`config.mk`:
```
export PLATFORM = sky130hd
export DESIGN_NAME = lsru_wb_serializer
export DESIGN_NICKNAME = d
export VERILOG_FILES = /design/src/rtl/wb_pkg.sv /design/src/rtl/wb_fifo.sv /design/src/rtl/lsru_wb_serializer.sv
export SDC_FILE = /design/constraint.sdc
export NUM_CORES = 1
export LEC_CHECK = 0
export BUFFER_PORTS_ARGS = -buffer_cell sky130_fd_sc_hd__buf_2
export CORE_MARGIN = 3
export CORE_UTILIZATION = 30
export CTS_CLUSTER_DIAMETER = 50
export CTS_CLUSTER_SIZE = 16
export DETAILED_ROUTE_END_ITERATION = 7
export PLACE_DENSITY = 0.53
export SLEW_MARGIN = 20
export SYNTH_ARGS = -nofsm -noshare
export SYNTH_HDL_FRONTEND = slang
export SYNTH_HIERARCHICAL = 1
export SYNTH_SLANG_ARGS = --single-unit
```
`constraint.sdc`:
```
create_clock -name CLK -period 48.4 [get_ports CLK]
set_input_delay 12.1 -clock CLK [delete_from_list [all_inputs] [get_ports CLK]]
set_output_delay 12.1 -clock CLK [all_outputs]
set_load 0.05 [all_outputs]
```
`src/rtl/wb_pkg.sv`:
```
// wb_pkg: shared FSM state, lane constants and lane-select helper for the write-back serializer.
package wb_pkg;
  typedef enum logic {WB_IDLE, WB_SEND} wb_state_e;
  localparam int WB_LANES = 4;
  localparam int WB_LANE_STRIDE = 8;
  localparam int DWORD_BITS = 64;
  // Lowest set lane at or above from; returns WB_LANES when no lane remains.
  function automatic logic [2:0] lane_sel(input logic [3:0] mask, input logic [2:0] from);
    lane_sel = 3'(WB_LANES);
    for (int i = WB_LANES - 1; i >= 0; i--)
      if (mask[i] && 3'(i) >= from) lane_sel = 3'(i);
  endfunction
endpackage

```
`src/rtl/wb_fifo.sv`:
```
// wb_fifo: synchronous FIFO with flush; head entry is presented on dout.
module wb_fifo #(
  parameter int DEPTH = 4,
  parameter int WIDTH = 8,
  localparam int AW = $clog2(DEPTH)
) (
  input  logic             clk,
  input  logic             rst,
  input  logic             push,
  input  logic             pop,
  input  logic             flush,
  input  logic [WIDTH-1:0] din,
  output logic [WIDTH-1:0] dout,
  output logic             full,
  output logic             empty,
  output logic [AW:0]      count
);
  logic [WIDTH-1:0] mem_q [DEPTH];
  logic [AW-1:0] wr_q, wr_d, rd_q, rd_d;
  logic [AW:0] cnt_q, cnt_d;
  always_comb begin
    wr_d = flush ? '0 : wr_q + AW'(push);
    rd_d = flush ? '0 : rd_q + AW'(pop);
    cnt_d = flush ? '0 : cnt_q + (AW+1)'(push) - (AW+1)'(pop);
  end
  always_ff @(posedge clk) begin
    if (rst) begin
      wr_q <= '0;
      rd_q <= '0;
      cnt_q <= '0;
    end else begin
      wr_q <= wr_d;
      rd_q <= rd_d;
      cnt_q <= cnt_d;
    end
  end
  always_ff @(posedge clk)
    if (push && !flush) mem_q[wr_q] <= din;
  assign dout = mem_q[rd_q];
  assign full = cnt_q == (AW+1)'(DEPTH);
  assign empty = cnt_q == '0;
  assign count = cnt_q;
endmodule

```
`src/rtl/lsru_wb_serializer.sv`:
```
// lsru_wb_serializer: queues LSRU results and drains them one dword per cycle to the memory port.
// Define WB_LANE_MASK_EN to honour Mask_in; otherwise every entry writes all four lanes.
module lsru_wb_serializer
  import wb_pkg::*;
#(
  parameter int DEPTH = 4,
  parameter int ADDR_BITS = 16
) (
  input  logic                  CLK,
  input  logic                  RST,
  input  logic                  Valid_in,
  output logic                  Ready_out,
  input  logic                  Finish_in,
  input  logic [3:0]            Mask_in,
  input  logic [ADDR_BITS-1:0]  Base_addr_in,
  input  logic [DWORD_BITS-1:0] D0_in,
  input  logic [DWORD_BITS-1:0] D1_in,
  input  logic [DWORD_BITS-1:0] D2_in,
  input  logic [DWORD_BITS-1:0] D3_in,
  output logic                  Mem_we_out,
  input  logic                  Mem_ready_in,
  output logic [ADDR_BITS-1:0]  Mem_addr_out,
  output logic [DWORD_BITS-1:0] Mem_data_out,
  output logic [$clog2(DEPTH):0] Count_out,
  output logic                  Busy_out
);
  localparam int CW = $clog2(DEPTH) + 1;
`ifdef WB_LANE_MASK_EN
  localparam int MW = 4;
`else
  localparam int MW = 0;
`endif
  localparam int W = MW + ADDR_BITS + WB_LANES * DWORD_BITS;
  wb_state_e state_q, state_d;
  logic [1:0] lane_q, lane_d;
  logic [ADDR_BITS-1:0] addr_q, addr_d, head_base;
  logic [DWORD_BITS-1:0] data_q, data_d;
  logic [DWORD_BITS-1:0] lane_data [WB_LANES];
  logic we_q, we_d, busy_q, busy_d, rst_q;
  logic push, pop, full, empty;
  logic [3:0] head_mask;
  logic [2:0] sel;
  logic [W-1:0] din, head;
`ifdef WB_LANE_MASK_EN
  assign din = {Mask_in, Base_addr_in, D3_in, D2_in, D1_in, D0_in};
  assign head_mask = head[W-1 -: 4];
`else
  logic unused_mask;
  assign unused_mask = ^Mask_in;
  assign din = {Base_addr_in, D3_in, D2_in, D1_in, D0_in};
  assign head_mask = 4'hF;
`endif
  wb_fifo #(.DEPTH(DEPTH), .WIDTH(W)) u_fifo (
    .clk(CLK), .rst(RST), .push(push), .pop(pop), .flush(Finish_in),
    .din(din), .dout(head), .full(full), .empty(empty), .count(Count_out)
  );
  always_comb begin
    for (int i = 0; i < WB_LANES; i++) lane_data[i] = head[i*DWORD_BITS +: DWORD_BITS];
  end
  assign head_base = head[WB_LANES*DWORD_BITS +: ADDR_BITS];
  // Ready is held low for the cycle after reset so the pipeline never pushes into a resetting FIFO.
  assign Ready_out = !full && !rst_q;
  assign push = Valid_in && Ready_out && !Finish_in;
  // The head entry stays in place during SEND, so lanes are always read straight from it.
  always_comb begin
    sel = lane_sel(head_mask, state_q == WB_IDLE ? 3'd0 : 3'(lane_q) + 3'd1);
    state_d = state_q;
    lane_d = lane_q;
    addr_d = addr_q;
    data_d = data_q;
    we_d = we_q;
    pop = 1'b0;
    if (Finish_in) begin
      state_d = WB_IDLE;
      we_d = 1'b0;
    end else if (state_q == WB_IDLE ? !empty : Mem_ready_in) begin
      pop = sel[2];
      state_d = sel[2] ? WB_IDLE : WB_SEND;
      we_d = !sel[2];
      if (!sel[2]) begin
        lane_d = sel[1:0];
        addr_d = head_base + ADDR_BITS'(WB_LANE_STRIDE * int'(sel[1:0]));
        data_d = lane_data[sel[1:0]];
      end
    end
    busy_d = !Finish_in && (state_d == WB_SEND || (Count_out + CW'(push) - CW'(pop)) != '0);
  end
  always_ff @(posedge CLK) begin
    rst_q <= RST;
    if (RST) begin
      state_q <= WB_IDLE;
      lane_q <= '0;
      addr_q <= '0;
      data_q <= '0;
      we_q <= 1'b0;
      busy_q <= 1'b0;
    end else begin
      state_q <= state_d;
      lane_q <= lane_d;
      addr_q <= addr_d;
      data_q <= data_d;
      we_q <= we_d;
      busy_q <= busy_d;
    end
  end
  assign Mem_we_out = we_q;
  assign Mem_addr_out = addr_q;
  assign Mem_data_out = data_q;
  assign Busy_out = busy_q;
endmodule

```
==> results.toml <==
[run_status]
status = "finished clean"

[clock_network]
postCtsSetupBuffers = 0
worstSkewPairLatency_ns = 0.74
cts_hold_buf = 0
htreeDepth = 3
cts_buffers = 117
path_clk_slew_ns = 0.06
cts_tree = "built"
clock_sinks = 1181
clockBufferDepth = 3
ctsRootBufferMaster = "clkbuf_16"
cts.repair.resized = 0

[sta]
fin_crit_ns = 15.88
finalWorstSetupSlack_ns = 32.52
setup_tns_ns = 0
hold_violations = 0
drv_slew = 0
relSlewSlack_pct = 17.4
worstMarginPinSlew_ns = 1.24
finalCritPeriodShare_pct = 32.8
rsz0062_at_grt = "false"
max_freq_ghz = 0.0630
setup_violations = 0
clock-skew-final_ns = 0.0339

[setup_path]
path_cells = "buf_2, inv_1, and3_1, nor4bb_4, buf_4, buf_4, buf_4"
r2r_cells = 8
end_kind = "register"
required_ns = 48.76
cp-start-kind = "primary input"
worstPathMaxFanout = 48
worstSetupPathType = "in -> reg"
max_stage_delay_ns = 0.97
crit_slowest_cell = "nor4bb_4"
path_depth = 7
cp_top_family = "buffers and inverters"
worst_ep_arrival_time_ns = 16.24
cpMostUsedCell = "buf_4"
crit_buf_inv = 5

[pwr]
power.density_mw_per_mm2 = 40.5
p_seq_share_pct = 52.4
pwr-share-clk_pct = 45.5
switching_share_pct = 21.0
p_comb_share_pct = 2.0
p_switching_mw = 0.449
p_leak_nw = 16.7
p_int_mw = 1.69
ir_drop_v = 0.0000290

[placement]
gp_congestion = 0.733
io_buffers = 362
post-place-ws_ns = 31.75
dp_hpwl_um = 64700

[synth]
synth_cell_types = 48
ys_warn_count = 6
syn_nets = 2332
syn_avg_cell_area_sq_um = 21.9
async_flop_share_pct = 0
synth_seq_area_share_pct = 77.5
synth_ff_type = "edfxtp_1"
ys_seq_elements = 1181
synth_edf_count = 1088
synthCells = 2040
syn-cell-area_sq_mm = 0.0446

[floorplanning]
die_h_um = 391
dieArea_sq_mm = 0.153
initial_core_util_pct = 30.4
core_sq_mm = 0.147
ioPinCount = 367
rows = 140
die_w_um = 391

[job]
maxCapViolCount = 0

[global_routing]
track_usage_pct = 14.0
grt_pass1_wl_um = 157000
grt_pass1_vias = 22900
antenna_found_initial = 61
grt_start_max_net_pins = 131
grt-ovfl-total = 0

[min_path]
holdPathStages = 2
hold_path_class = "reg -> reg"

[cells_and_area]
mostFrequentLayoutCells = "1088 x edfxtp_1, 361 x buf_2, 272 x mux4_2"
fin_nets = 2725
final_common_cell = "edfxtp_1"
nFillCells = 13500
drive_above_1_share_pct = 35.3
area_growth_pct = 18.5

[detailed_routing]
drt_drc_violations_left = 0
wl_per_cell_um = 24.1
viasPerCell = 4.87
vias = 21800
first_iter_violations = 1493
wirelength_um = 108000
ant_nets = 0
firstDrtPassIters = 5
==> stage by stage <==
step | hold slack (ns) | utilization, % | cells | instance area, sq um | power (mW)
6_report | 0.456 | 36.0 | 4478 | 52800 | 2.14
5_1_grt | 0.477 | 36.0 | 4458 | 52800 | 2.21
4_1_cts | 0.457 | 36.0 | 4454 | 52800 | 2.17
3_5_place_dp | 0.448 | 33.1 | 4231 | 48500 | 1.19
3_3_place_gp | 0.448 | 33.1 | 4231 | 48500 | 1.18
2_1_floorplan | 0.440 | - | 2040 | 44600 | 1.16
==> sequential cells by signal, summed over array words and instances (netlist names) <==
| register | count |
|---|---|
| Busy_out | 1 |
| Mem_addr_out | 16 |
| Mem_data_out | 64 |
| Mem_we_out | 1 |
| lane_q | 2 |
| rst_q | 1 |
| state_q | 1 |
| u_fifo/count | 3 |
| u_fifo/mem_q | 1088 |
| u_fifo/rd_q | 2 |
| u_fifo/wr_q | 2 |
==> logic make-up (layout without fill, tap and decap cells) <==
logic type,after synthesis,after routing,share of synthesized area [%]
DFF,1181,1181,77.5
muxes,273,273,13.8
AOI/OAI and AO/OA,228,228,3.60
and+or+nand+nor,202,202,2.92
buffers and inverters,136,633,1.69
adders and majority gates,11,11,0.342
xor gates and xnor gates,9,9,0.210
other,0,24,0
==> metal layers <==
layer	track usage, %	vias up	part of all wire, %
met4	3.88	42	2.3
li1	-	9484	-
met2	22.2	659	48
met5	0	-	0.29
met1	17.9	11400	41
met3	5.38	210	9.1
==> tightest hold or removal path: stages (launching register included) <==
cell and delay [ns]:
dfxtp_1 0.31, nand2_1 0.05, a21oi_1 0.05
==> final timing paths <==
path	start	end	slack [ns]
hold reg to reg	Mem_addr_out[5]$_SDFFE_PP0P_	Mem_addr_out[5]$_SDFFE_PP0P_	0.46
hold / removal	Mem_addr_out[5]$_SDFFE_PP0P_	Mem_addr_out[5]$_SDFFE_PP0P_	0.46
setup reg to reg	u_fifo/count[1]$_SDFF_PP0_	u_fifo/mem_q[2][149]$_DFFE_PP_	43.48
setup / recovery	Finish_in	u_fifo/mem_q[2][149]$_DFFE_PP_	32.52
==> power by group through the flow <==
stage	logic, mW	clock network [mW]	registers [mW]
2_1_floorplan	0.0120	0	1.15
4_1_cts	0.0440	1.00	1.12
3_5_place_dp	0.0438	0	1.14
3_3_place_gp	0.0411	0	1.14
6_report	0.0432	0.973	1.12
5_1_grt	0.0473	1.04	1.12
==> cell usage after synthesis (all sizes together) (6+ instances only) <==
| cell type | n | area share [%] |
|---|---|---|
| buf | 86 | 1.3 |
| a21oi | 10 | 0.13 |
| o31ai | 64 | 1.1 |
| a211oi | 70 | 1.2 |
| mux4 | 272 | 14 |
| inv | 13 | 0.11 |
| o22ai | 64 | 0.90 |
| nand2 | 18 | 0.17 |
| edfxtp | 1088 | 73 |
| ha | 9 | 0.25 |
| nand3b | 64 | 1.1 |
| clkbuf | 37 | 0.31 |
| and2 | 7 | 0.098 |
| a311oi | 6 | 0.12 |
| o21ai | 7 | 0.079 |
| nor2b | 59 | 0.83 |
| nor2 | 14 | 0.12 |
| dfxtp | 93 | 4.2 |
==> area by class of cell <==
cell class / count / area [sq um] / share of cell area, %
repair buffers: 397 / 2150 / 4.07
inverters: 13 / 48.8 / 0.0924
clock buffers: 130 / 3070 / 5.81
well taps: 1917 / 2400 / 4.54
clock inverters: 93 / 1190 / 2.25
diodes: 24 / 60.1 / 0.114
multi-input cells: 723 / 9360 / 17.7
flip-flops and latches: 1181 / 34500 / 65.4
Note: power is estimated with default switching activity, not from simulation.
